`config.mk`:
```
export PLATFORM = sky130hd
export DESIGN_NAME = mem_xfer_unit
export DESIGN_NICKNAME = d
export VERILOG_FILES = /design/src/rtl/mem_xfer_pkg.sv /design/src/rtl/mem_xfer_unit_align.sv /design/src/rtl/mem_xfer_unit.sv
export SDC_FILE = /design/constraint.sdc
export NUM_CORES = 1
export LEC_CHECK = 0
export CAP_MARGIN = 20
export CORE_AREA = 10 10 127 129
export CTS_CLUSTER_SIZE = 30
export DETAILED_ROUTE_END_ITERATION = 12
export DIE_AREA = 0 0 137 139
export GPL_TIMING_DRIVEN = 0
export PLACE_DENSITY = 0.75
export SLEW_MARGIN = 20
export SYNTH_ARGS = -nofsm -noshare
export SYNTH_HDL_FRONTEND = slang
export SYNTH_HIERARCHICAL = 1
export SYNTH_SLANG_ARGS = --single-unit
```
`constraint.sdc`:
```
create_clock -name CLK -period 2.6 [get_ports CLK]
set_clock_uncertainty 0.15 [all_clocks]
set_input_delay 0.52 -clock CLK [delete_from_list [all_inputs] [get_ports CLK]]
set_output_delay 0.52 -clock CLK [all_outputs]
set_load 0.03 [all_outputs]
```
`src/rtl/mem_xfer_pkg.sv`:
```
// Shared types and helpers for the memory transfer unit.
package mem_xfer_pkg;

  localparam int unsigned DATA_W = 32;
  localparam int unsigned BE_W   = DATA_W / 8;

  // Access size encoding; the reserved code 3 behaves as a word.
  typedef enum logic [1:0] {
    SZ_B = 2'd0,
    SZ_H = 2'd1,
    SZ_W = 2'd2
  } size_e;

  typedef enum logic [1:0] {
    IDLE = 2'd0,
    REQ  = 2'd1,
    DONE = 2'd2
  } state_e;

  // True when the low address bits do not suit the access size.
  function automatic logic is_misaligned(input logic [1:0] size, input logic [1:0] ofs);
    logic mis;
    case (size)
      SZ_B:    mis = 1'b0;
      SZ_H:    mis = ofs[0];
      default: mis = (ofs != 2'b00);
    endcase
    return mis;
  endfunction

endpackage

```
`src/rtl/mem_xfer_unit_align.sv`:
```
// Byte-lane steering: enables, write replication, read extraction and extension.
module mem_lane_align
  import mem_xfer_pkg::*;
(
  input  logic [1:0]        size_i,
  input  logic              sgn_i,
  input  logic [1:0]        ofs_i,
  input  logic [DATA_W-1:0] wdata_i,
  input  logic [DATA_W-1:0] rdata_i,
  output logic [BE_W-1:0]   be_o,
  output logic [DATA_W-1:0] wdata_o,
  output logic [DATA_W-1:0] rdata_o
);

  logic [7:0]  rbyte;
  logic [15:0] rhalf;

  // Pick the addressed byte and half out of the returned word.
  always_comb begin
    rbyte = rdata_i[7:0];
    case (ofs_i)
      2'd0:    rbyte = rdata_i[7:0];
      2'd1:    rbyte = rdata_i[15:8];
      2'd2:    rbyte = rdata_i[23:16];
      default: rbyte = rdata_i[31:24];
    endcase
    rhalf = ofs_i[1] ? rdata_i[31:16] : rdata_i[15:0];
  end

  // Lane enables, replicated write data and extended read data per size.
  always_comb begin
    be_o    = 4'b1111;
    wdata_o = wdata_i;
    rdata_o = rdata_i;
    case (size_i)
      SZ_B: begin
        be_o    = 4'b0001 << ofs_i;
        wdata_o = {4{wdata_i[7:0]}};
        rdata_o = {{24{sgn_i & rbyte[7]}}, rbyte};
      end
      SZ_H: begin
        be_o    = ofs_i[1] ? 4'b1100 : 4'b0011;
        wdata_o = {2{wdata_i[15:0]}};
        rdata_o = {{16{sgn_i & rhalf[15]}}, rhalf};
      end
      default: begin
        be_o    = 4'b1111;
        wdata_o = wdata_i;
        rdata_o = rdata_i;
      end
    endcase
  end

endmodule

```
`src/rtl/mem_xfer_unit.sv`:
```
// MAR/MDR load unit: latches a request, runs the MOV/MFC handshake with timeout,
// and aligns/extends read data into MDR.
module mem_xfer_unit
  import mem_xfer_pkg::*;
#(
  parameter int unsigned ADDR_W  = 32,
  parameter int unsigned TIMEOUT = 16
) (
  input  logic              CLK,
  input  logic              RSTn,
  input  logic              start,
  input  logic              rw,
  input  logic [1:0]        size,
  input  logic              sgn,
  input  logic [ADDR_W-1:0] addr_in,
  input  logic [DATA_W-1:0] wdata_in,
  output logic              mem_mov,
  output logic              mem_rw,
  output logic [ADDR_W-1:0] mem_addr,
  output logic [BE_W-1:0]   mem_be,
  output logic [DATA_W-1:0] mem_wdata,
  input  logic              mem_mfc,
  input  logic [DATA_W-1:0] mem_rdata,
  output logic              busy,
  output logic              done,
  output logic              err,
  output logic [ADDR_W-1:0] mar_q,
  output logic [DATA_W-1:0] mdr_q
);

  localparam int unsigned CNT_W = $clog2(TIMEOUT + 1);

  state_e            state_q;
  logic              rw_q;
  logic [1:0]        size_q;
  logic              sgn_q;
  logic [CNT_W-1:0]  cnt_q;
  logic [CNT_W-1:0]  cnt_d;
  logic              mov_q;
  logic              busy_q;
  logic              done_q;
  logic              err_q;

  logic [BE_W-1:0]   be_c;
  logic [DATA_W-1:0] wdata_c;
  logic [DATA_W-1:0] rdata_c;

  // Lane steering works only from latched request state.
  mem_lane_align u_align (
    .size_i  (size_q),
    .sgn_i   (sgn_q),
    .ofs_i   (mar_q[1:0]),
    .wdata_i (mdr_q),
    .rdata_i (mem_rdata),
    .be_o    (be_c),
    .wdata_o (wdata_c),
    .rdata_o (rdata_c)
  );

  assign cnt_d = cnt_q + CNT_W'(1);

  // Memory-side outputs are quiet unless a request is in flight.
  assign mem_mov   = mov_q;
  assign mem_rw    = rw_q;
  assign mem_addr  = {mar_q[ADDR_W-1:2], 2'b00};
  assign mem_be    = mov_q ? be_c : '0;
  assign mem_wdata = mov_q ? wdata_c : '0;
  assign busy      = busy_q;
  assign done      = done_q;
  assign err       = err_q;

  // Transfer FSM with its datapath registers.
  always_ff @(posedge CLK) begin
    if (!RSTn) begin
      state_q <= IDLE;
      mar_q   <= '0;
      mdr_q   <= '0;
      rw_q    <= 1'b0;
      size_q  <= 2'b00;
      sgn_q   <= 1'b0;
      cnt_q   <= '0;
      mov_q   <= 1'b0;
      busy_q  <= 1'b0;
      done_q  <= 1'b0;
      err_q   <= 1'b0;
    end else begin
      done_q <= 1'b0;
      case (state_q)
        IDLE: begin
          if (start) begin
            mar_q  <= addr_in;
            mdr_q  <= wdata_in;
            rw_q   <= rw;
            size_q <= size;
            sgn_q  <= sgn;
            cnt_q  <= '0;
            busy_q <= 1'b1;
            if (is_misaligned(size, addr_in[1:0])) begin
              state_q <= DONE;
              done_q  <= 1'b1;
              err_q   <= 1'b1;
            end else begin
              state_q <= REQ;
              mov_q   <= 1'b1;
              err_q   <= 1'b0;
            end
          end
        end
        REQ: begin
          cnt_q <= cnt_d;
          if (mem_mfc) begin
            if (rw_q) begin
              mdr_q <= rdata_c;
            end
            state_q <= DONE;
            mov_q   <= 1'b0;
            done_q  <= 1'b1;
            err_q   <= 1'b0;
          end else if (cnt_q == CNT_W'(TIMEOUT - 1)) begin
            state_q <= DONE;
            mov_q   <= 1'b0;
            done_q  <= 1'b1;
            err_q   <= 1'b1;
          end
        end
        DONE: begin
          state_q <= IDLE;
          busy_q  <= 1'b0;
          err_q   <= 1'b0;
        end
        default: begin
          state_q <= IDLE;
          mov_q   <= 1'b0;
          busy_q  <= 1'b0;
          err_q   <= 1'b0;
        end
      endcase
    end
  end

endmodule

```
==> metrics.txt <==
status=finished, final reports clean; nature of the critical path startpoint=flop; cell types with the largest area share after synthesis=sky130_fd_sc_hd__dfxtp_1, sky130_fd_sc_hd__nand2_1, sky130_fd_sc_hd__a311oi_2, sky130_fd_sc_hd__a21oi_1, sky130_fd_sc_hd__buf_4; DRT Wirelength=20700 um; dominant combinational cell family by area after synthesis=simple AND/OR/NAND/NOR gates; most frequent cell after synthesis=sky130_fd_sc_hd__nand2_1; standard-cell row count=43; Total Routing Usage GR=0.206; via-per-instance ratio=5.13; final routed DRC violation total=0; Fill cells=1258; number of maximum-capacitance violations=0; Crit path arrival time=around 1.9 ns; Clock Pin Slew Worst Setup and Hold Paths=roughly 0.07 ns; setup slack of the critical path after layout=0.0589 ns; shortest clock period the worst path allows after layout=2.54 ns; highest clock rate=0.394 GHz; final setup fails=0; Relative slew margins=0.489; count of different cell masters after synthesis=45; Clk Latency, worst-skew pair=0.33 ns; ranking of synthesized cells by instance count=sky130_fd_sc_hd__nand2_1, sky130_fd_sc_hd__dfxtp_1, sky130_fd_sc_hd__a21oi_1; library cell occupying the most area in the post-synthesis netlist=sky130_fd_sc_hd__dfxtp_1; compound-cell area share of the yosys netlist=0.219; Die Outline Area=19000 um^2; wire length of the first global-routing pass=30800 um; routability cong.=0.990; post-route total power=4.14 mW; area of combinational cells with multiple inputs=2920 um^2; register-to-register setup slack=~0.50 ns; top_reg_cell synth=sky130_fd_sc_hd__dfxtp_1; Sequential Area=~1600 um^2; placed insts=1073; post-synthesis area per instance=between 7 and 8 um^2; number of instances in the synthesized netlist=654; largest delay contributor family on the critical path=buffers and inverters; final core utilization=0.588; Clock H-tree levels=3; synthesis-to-layout area growth=57.5%; I/O Buffers=about 240; first-pass iteration count of the detailed router=5; static leakage power=3.15 nW; post-route insts no fill=1092; maximum number of pins on one net before global-route repair=15; total power per unit cell area=roughly 520 nW/um^2; Synth warnings=6; core footprint=approximately 14000 um^2; fraction of the yosys area taken by sequential cells=0.310; number of global-route vias before repair=5400; Synth Area in XOR/XNOR=0; number of vias in the routed layout=5603; worst path cell trace=buf_6, mux2i_1, o21ai_0, and2_1, clkdlybuf4s15_2; max-slew violation total from the final report=0; gr ovfl total=0; share of async-settable or async-resettable flops after synthesis=0; Routed Antenna Nets=0; crit path max fanout=10; Chip Width=137 um; IR drop worst, VDD=between 0.0003 and 0.0004 V; Layout Nets=1012; Critical-path top delay cell=sky130_fd_sc_hd__dfxtp_2; CTS tree=built; transition time of the tightest slew-check pin=0.766 ns; Avg WL per Cell=19.0 um; area fraction in and, or, nand and nor cells after synthesis=0.271; pre-CTS setup slack=-0.188 ns; setup TNS after final layout=0 ns; fraction of synthesized cell area taken by the top area cell type=0.310; FF+latch count, synth=79; crit-path max cell delay=~0.42 ns; setup repair after global routing missed its margin=no; worst min-delay path category=flop to flop; Period Utilization, post-route=0.977; type of the worst setup path=flop to primary output; clock tree root driver cell=sky130_fd_sc_hd__clkbuf_16; Vert. Die Dim=139 um; Cell Area, Synth=~5100 um^2; number of failing hold endpoints at the final stage=0; layout cell share with drive strength beyond 1=0.178; detailed placer's ending HPWL=16600 um; IO Count=241; buffers from clock root to sink, at most=2; antenna violations before repair=1; number of buffers and inverters on the critical path=2; starting DRC count in detailed routing=471; initial core utilization=0.373; Critical Path End Type=primary output; count of clock tree sinks=79; Synth Area in Adders=0.00491; CP required=1.93 ns; Num CTS Buffers=9; number of enable-type register cells in the synthesized netlist=0; share of cell area taken by muxes after synthesis=0.0746
registers in the layout (all words and copies together) (netlist names):
| signal | flops |
|---|---|
| mem_rw | 1 |
| mar_q | 32 |
| mdr_q | 32 |
| mem_mov | 1 |
| cnt_q | 5 |
| size_q | 2 |
| done | 1 |
| sgn_q | 1 |
| state_q | 2 |
| busy | 1 |
| err | 1 |
where the power goes:
group	switching, mW	internal [mW]
sequential	0.109	1.31
combinational	0.822	0.696
clock	0.521	0.682
total	1.45	2.69
layer usage:
metal	GRT usage	share of wire	vias up
met5	0	0	-
met2	0.337	0.47	245
met4	0.0688	0.025	0
met3	0.0420	0.084	32
li1	-	-	2730
met1	0.261	0.42	2596
placed cells by master (no fill, tap or decap), types with 13 or more instances in the layout:
| cell type | instances |
|---|---|
| sky130_fd_sc_hd__a21oi_1 | 76 |
| sky130_fd_sc_hd__clkdlybuf4s50_1 | 203 |
| sky130_fd_sc_hd__clkbuf_1 | 31 |
| sky130_fd_sc_hd__buf_4 | 46 |
| sky130_fd_sc_hd__o21ai_0 | 18 |
| sky130_fd_sc_hd__clkdlybuf4s15_2 | 13 |
| sky130_fd_sc_hd__nand2_1 | 154 |
| sky130_fd_sc_hd__a311oi_2 | 30 |
| sky130_fd_sc_hd__dlygate4sd2_1 | 16 |
| sky130_fd_sc_hd__nand3_1 | 15 |
| sky130_fd_sc_hd__mux2i_1 | 14 |
| sky130_fd_sc_hd__nor3_1 | 35 |
| sky130_fd_sc_hd__buf_2 | 17 |
| sky130_fd_sc_hd__dfxtp_1 | 76 |
| sky130_fd_sc_hd__mux2_2 | 17 |
| sky130_fd_sc_hd__nor2b_1 | 14 |
| sky130_fd_sc_hd__and2_1 | 37 |
repair_timing:
| action | CTS | global route |
|---|---|---|
| setup endpoints to repair | 36 | 18 |
| buffers inserted | 2 | 0 |
| pin swaps | 1 | 0 |
| gates resized for setup | 89 | 14 |
| hold buffers | 0 | 0 |
cells by family after synthesis:
group,count (synthesis)
and+or+nand+nor,289
AOI/OAI and AO/OA,147
buffers and inverters,103
DFF,79
muxes,33
adders and majority gates,2
other,1
layout make-up:
class	instances	share of cell area
well taps	180	0.0280
plain buffers	99	0.0783
diodes	1	0.000311
multi-input cells	473	0.363
flip-flops and latches	79	0.197
clock inverters	5	0.00529
clock buffers	11	0.0302
inverters	4	0.00187
repair buffers	240	0.296
per-stage QoR:
| step | cell area [um^2] | hold WS [ns] |
|---|---|---|
| finish | 8040 | 0.318 |
| floorplan | 5100 | 0.295 |
| CTS | 8060 | 0.322 |
| global route | 8040 | 0.351 |
| detailed placement | 7710 | 0.313 |
| global placement | 7710 | 0.305 |
final timing paths:
| path | from | to | cells past startpoint |
|---|---|---|---|
| setup / recovery | size_q[0] | mem_wdata[25] | 5 |
| hold reg to reg | cnt_q[4] | cnt_q[4] | 2 |
| setup reg to reg | mar_q[1] | mdr_q[15] | 6 |
| hold / removal | cnt_q[4] | cnt_q[4] | 2 |
tightest hold or removal path, stage by stage (launching register included):
cell and delay, ns:
sky130_fd_sc_hd__dfxtp_1 0.31, sky130_fd_sc_hd__nand3_1 0.06, sky130_fd_sc_hd__a21oi_1 0.06
No activity file was read; power rests on OpenSTA's default activity.
